===== src/rtl/fifo_ctrl.sv =====
// fifo_ctrl -- pointer, occupancy and flag controller for an external
// first-word-fall-through FIFO storage array of 2**ADDR_WIDTH entries.
//
// Ports:
//   clk          in   rising-edge clock
//   reset_n      in   asynchronous active-low reset
//   wr           in   producer write request
//   rd           in   consumer read request / head-word acknowledge
//   w_en         out  storage write enable (combinational: wr & ~full)
//   w_addr       out  storage write address (write pointer)
//   r_addr       out  storage read address (read pointer, head word)
//   full         out  registered, count == depth
//   empty        out  registered, count == 0
//   count        out  registered occupancy, 0..depth
//   almost_full  out  registered, count >= AF_LEVEL
//   almost_empty out  registered, count <= AE_LEVEL
//   overflow     out  registered pulse: write while full with no read accepted
//   underflow    out  registered pulse: read while empty
module fifo_ctrl #(
   parameter int ADDR_WIDTH = 3,
   parameter int AF_LEVEL   = 6,
   parameter int AE_LEVEL   = 1
) (
   input  logic                  clk,
   input  logic                  reset_n,
   input  logic                  wr,
   input  logic                  rd,
   output logic                  w_en,
   output logic [ADDR_WIDTH-1:0] w_addr,
   output logic [ADDR_WIDTH-1:0] r_addr,
   output logic                  full,
   output logic                  empty,
   output logic [ADDR_WIDTH:0]   count,
   output logic                  almost_full,
   output logic                  almost_empty,
   output logic                  overflow,
   output logic                  underflow
);

   localparam int unsigned           LP_DEPTH = 2**ADDR_WIDTH;
   localparam logic [ADDR_WIDTH:0]   LP_DEPTH_C = (ADDR_WIDTH+1)'(LP_DEPTH);
   localparam logic [ADDR_WIDTH:0]   LP_AF_C    = (ADDR_WIDTH+1)'(AF_LEVEL);
   localparam logic [ADDR_WIDTH:0]   LP_AE_C    = (ADDR_WIDTH+1)'(AE_LEVEL);
   localparam logic [ADDR_WIDTH:0]   LP_CNT_ONE = (ADDR_WIDTH+1)'(1);
   localparam logic [ADDR_WIDTH-1:0] LP_PTR_ONE = (ADDR_WIDTH)'(1);

   logic [ADDR_WIDTH-1:0] r_wptr;
   logic [ADDR_WIDTH-1:0] r_rptr;
   logic [ADDR_WIDTH:0]   r_count;
   logic                  r_full;
   logic                  r_empty;
   logic                  r_af;
   logic                  r_ae;
   logic                  r_ovf;
   logic                  r_udf;

   logic                  w_wr_acc;
   logic                  w_rd_acc;
   logic [ADDR_WIDTH:0]   w_count_nxt;

   assign w_wr_acc = wr & ~r_full;
   assign w_rd_acc = rd & ~r_empty;

   always_comb begin
      w_count_nxt = r_count;
      case ({w_wr_acc, w_rd_acc})
         2'b10:   w_count_nxt = r_count + LP_CNT_ONE;
         2'b01:   w_count_nxt = r_count - LP_CNT_ONE;
         default: w_count_nxt = r_count;
      endcase
   end

   // Flags are derived from the next count; this matches the per-case
   // set/clear rules since a simultaneous read+write leaves the count unchanged.
   always_ff @(posedge clk or negedge reset_n) begin
      if (!reset_n) begin
         r_wptr  <= '0;
         r_rptr  <= '0;
         r_count <= '0;
         r_full  <= 1'b0;
         r_empty <= 1'b1;
         r_af    <= 1'b0;
         r_ae    <= 1'b1;
         r_ovf   <= 1'b0;
         r_udf   <= 1'b0;
      end else begin
         if (w_wr_acc) r_wptr <= r_wptr + LP_PTR_ONE;
         if (w_rd_acc) r_rptr <= r_rptr + LP_PTR_ONE;
         r_count <= w_count_nxt;
         r_full  <= (w_count_nxt == LP_DEPTH_C);
         r_empty <= (w_count_nxt == '0);
         r_af    <= (w_count_nxt >= LP_AF_C);
         r_ae    <= (w_count_nxt <= LP_AE_C);
         // A write while full is only an overflow if no read frees a slot
         // in the same cycle (the write is still dropped either way).
         r_ovf   <= wr & r_full & ~w_rd_acc;
         r_udf   <= rd & r_empty;
      end
   end

   assign w_en         = w_wr_acc;
   assign w_addr       = r_wptr;
   assign r_addr       = r_rptr;
   assign full         = r_full;
   assign empty        = r_empty;
   assign count        = r_count;
   assign almost_full  = r_af;
   assign almost_empty = r_ae;
   assign overflow     = r_ovf;
   assign underflow    = r_udf;

endmodule


===== config.mk =====
export PLATFORM = sky130hd
export DESIGN_NAME = fifo_ctrl
export DESIGN_NICKNAME = d
export VERILOG_FILES = /design/src/rtl/fifo_ctrl.sv
export SDC_FILE = /design/constraint.sdc
export NUM_CORES = 1
export LEC_CHECK = 0
export ABC_AREA = 0
export CAP_MARGIN = 20
export CORE_MARGIN = 4
export CORE_UTILIZATION = 46
export DETAILED_ROUTE_END_ITERATION = 8
export PLACE_DENSITY = 0.81
export SLEW_MARGIN = 30
export SYNTH_ARGS = -nofsm -noshare
export SYNTH_HDL_FRONTEND = slang
export SYNTH_SLANG_ARGS = --single-unit

===== constraint.sdc =====
create_clock -name clk -period 2.5 [get_ports clk]
set_input_delay 0.25 -clock clk [delete_from_list [all_inputs] [get_ports clk]]
set_output_delay 0.25 -clock clk [all_outputs]
set_load 0.01 [all_outputs]

==> impl_metrics.json <==
{
  "status": "complete, no violations",
  "crit_required_ns": 2.73,
  "clk_path_buf_depth": 2,
  "ys_types": 29,
  "synth_area_um2": 773.2,
  "synthMuxAreaShare": 0.02751,
  "hold_viol_final": 0,
  "ir_drop_mv": 0.8674,
  "finalCritPeriodShare": 0.9001,
  "setup_violations": 0,
  "synthXorXnorAreaFrac": 0.1003,
  "finalPower_mw": 1.536,
  "place_congestion": 0.7564,
  "path_class": "reg2reg",
  "viasPerCell": 4.991,
  "finalNetCount": 103,
  "worst_pin_slew_ns": 0.6961,
  "r2r-end": "full$_DFF_PN0_",
  "power_switching_mw": 0.5697,
  "syn_nets": 76,
  "synthAdderAreaFrac": 0.08091,
  "synth_seq_cells": 16,
  "setup_tns_ns": 0,
  "port-buffer-count": 20,
  "grt_usage": 0.1322,
  "clk_pin_slew_worst_paths_ns": 0.10,
  "min_path_type": "in2async",
  "seq_area_frac_synth": 0.5210,
  "end_kind": "flop",
  "synth_top_family_by_area": "simple AND/OR/NAND/NOR gates",
  "post-dp-hpwl_mm": 1.024,
  "post-place-cells": 105,
  "drc": 0,
  "slew_violations": 0,
  "combPwrFrac": 0.559,
  "p_clk_frac": 0.112,
  "fill_cells": 131,
  "final_cells": 109,
  "wl_mm": 1.324,
  "skew_ns": 0.004398,
  "core_area_mm2": 0.001541,
  "rsz0062_at_grt": "no",
  "cts_tree": "yes",
  "dr.pass1.iters": 2,
  "powerDensity_mw_per_mm2": 1455,
  "yosys_warnings": 0,
  "drive_gt1_frac": 0.1720,
  "antenna_cells": 0,
  "cts_root_buffer": "clkbuf_4",
  "netSwitchingFraction": 0.3709,
  "htree_levels": 1,
  "rows": 14,
  "die_area_mm2": 0.002401,
  "clkSinkCount": 16,
  "globalRouteOverflowTotal": 0,
  "crit_path_max_fanout": 5,
  "pwr-share-seq": 0.329,
  "synth-compound-area-share": 0.08252,
  "grt_max_degree": 17,
  "synthSimpleGateAreaFrac": 0.1586,
  "fin_crit_ns": 2.250,
  "dieHeight_um": 49,
  "clk_latency_ns": 0.29,
  "area_growth_pct": 36.57,
  "antenna_found_initial": 0,
  "cts_setup_buffers": 0,
  "rr_worst_depth": 10,
  "slowest_delay_ns": 0.55,
  "drtIter0Drc": 2,
  "r2r-start": "empty$_DFF_PN1_",
  "worstSetupEndpoint": "full$_DFF_PN0_",
  "crit_start": "empty$_DFF_PN1_",
  "start_util": 0.5016,
  "final_util": 0.6851,
  "cap_violations": 0,
  "num_vias": 544,
  "die_w_um": 49,
  "crit_chain": "nand2b_4 > inv_1 > ha_1 > xor2_1 > ha_1 > a21oi_1 > xor2_1 > nor2_2 > xnor2_2 > and3_1",
  "arrival_ns": 2.48,
  "relSlewSlack": 0.5345,
  "place_area_mm2": 0.001012,
  "startpoint_type": "flop",
  "slowest_stage": "dfstp_2",
  "drt.antenna.violating_nets": 0,
  "syn_inst": 67,
  "internal-power_mw": 0.9665,
  "timing.fmax_ghz": 0.4444,
  "wl_per_cell_um": 12.15,
  "grt_pass1_vias": 595,
  "numCtsBuffers": 3,
  "r2r_setup_slack_ns": 0.25,
  "io-pin-count": 21,
  "grt_pass1_wl_mm": 2.546,
  "power.leakage_nw": 0.5081,
  "final_area_mm2": 0.001056,
  "syn_avg_cell_area_um2": 11.54
}
==> logic make-up (layout without fill, tap and decap cells) <==
kind of cell	after synthesis	after routing
flops	16	16
compound gates	8	8
fa+ha+maj	5	5
mux	2	2
simple gates	22	22
buf+inv	6	32
xor+xnor	8	8
==> per-stage QoR <==
step | setup slack [ns] | hold WS [ns]
after detailed placement | 0.03377 | 0.4655
after CTS | 0.1871 | 0.3974
after floorplan | 0.2346 | -0.04559
final | 0.2498 | 0.3719
after global placement | 0.1360 | 0.4591
after global routing | 0.02947 | 0.4337
==> cells in the mapped netlist <==
| library cell | instances | area (µm²) |
|---|---|---|
| and2_1 | 1 | 6.260 |
| xnor2_1 | 4 | 35.03 |
| nor2_1 | 1 | 3.750 |
| o21ai_1 | 1 | 5.000 |
| xor2_1 | 3 | 26.28 |
| o211a_1 | 1 | 10.01 |
| a22o_1 | 1 | 8.760 |
| nor2_2 | 1 | 6.260 |
| a211o_1 | 1 | 8.760 |
| a21oi_1 | 1 | 5.000 |
| nor2b_1 | 3 | 18.77 |
| xnor2_2 | 1 | 16.27 |
| dfstp_2 | 2 | 52.55 |
| and2b_1 | 2 | 15.01 |
| a21oi_2 | 1 | 8.760 |
| mux2_2 | 1 | 11.26 |
| nand3_1 | 1 | 5.000 |
| clkbuf_1 | 1 | 3.750 |
| nand2b_1 | 1 | 6.260 |
| nor2b_2 | 1 | 8.760 |
| a31o_1 | 1 | 8.760 |
| ha_1 | 5 | 62.56 |
| o21ai_2 | 1 | 8.760 |
| nor3_1 | 1 | 5.000 |
| and3_1 | 4 | 25.02 |
| nand2_1 | 6 | 22.52 |
| mux2i_1 | 1 | 10.01 |
| dfrtp_1 | 14 | 350.3 |
| inv_1 | 5 | 18.77 |
==> power groups by stage <==
stage	registers, mW	logic (mW)	clock network (mW)
finish	0.505	0.859	0.172
global route	0.531	0.977	0.191
CTS	0.508	0.867	0.178
detailed placement	0.512	0.866	0
global placement	0.506	0.836	0
floorplan	0.555	0.452	0
==> cell type report <==
| class | instances | area (µm²) | area share |
|---|---|---|---|
| clock buffers | 4 | 36.28 | 0.03436 |
| inverters | 5 | 18.77 | 0.01777 |
| repair buffers | 23 | 222.7 | 0.2109 |
| flip-flops and latches | 16 | 402.9 | 0.3815 |
| multi-input cells | 45 | 355.3 | 0.3365 |
| well taps | 16 | 20.02 | 0.01896 |
==> how the worst min path moves through the flow <==
stage | slack [ns] | cells after the start | startpoint | end
final | 0.37 | 1 | reset_n | overflow$_DFF_PN0_
after global routing | 0.43 | 1 | reset_n | overflow$_DFF_PN0_
after CTS | 0.40 | 1 | reset_n | overflow$_DFF_PN0_
after detailed placement | 0.47 | 1 | w_addr[2]$_DFFE_PN0P_ | w_addr[2]$_DFFE_PN0P_
after global placement | 0.46 | 1 | r_addr[2]$_DFFE_PN0N_ | r_addr[2]$_DFFE_PN0N_
after floorplan | -0.05 | 0 | reset_n | almost_full$_DFF_PN0_
==> worst max-delay path: cells and delay by family, from the launching register on <==
family | cells | cell delay, ns
adders and majority gates | 2 | 0.40
buffers and inverters | 1 | 0.08
AOI/OAI and AO/OA | 1 | 0.14
xor gates and xnor gates | 3 | 0.62
and+or+nand+nor | 3 | 0.40
DFF | 1 | 0.55
==> cells in the final DEF, fill, tap and decap left out, types with 2 or more instances in the layout <==
cell type         n
and2b_1           2
nor2b_1           3
dfstp_2           2
clkbuf_4          3
xor2_1            3
buf_4             3
inv_1             5
dfrtp_1          14
clkdlybuf4s50_1  20
nand2_1           6
and3_1            4
ha_1              5
xnor2_1           4
==> registers in the layout (all words and copies together), names as in the netlist <==
register and flops:
full 1, empty 1, underflow 1, r_addr 3, almost_full 1, almost_empty 1, count 4, overflow 1
w_addr 3
==> what timing repair did <==
item                                   4_1_cts  5_1_grt
setup endpoints to repair                    0        4
resized for setup                            0        1
hold buffers                                 0        0
endpoints found under the hold margin        0        0
==> layer usage <==
| layer | vias up | global-route usage | wire length [µm] |
|---|---|---|---|
| met1 | 248 | 0.1670 | 603 |
| met3 | 3 | 0.04587 | 99 |
| met4 | 0 | 0.06726 | 22 |
| met2 | 20 | 0.1978 | 598 |
| li1 | 273 | - | - |
| met5 | - | 0 | 0 |
Note: power is estimated with default switching activity, not from simulation.
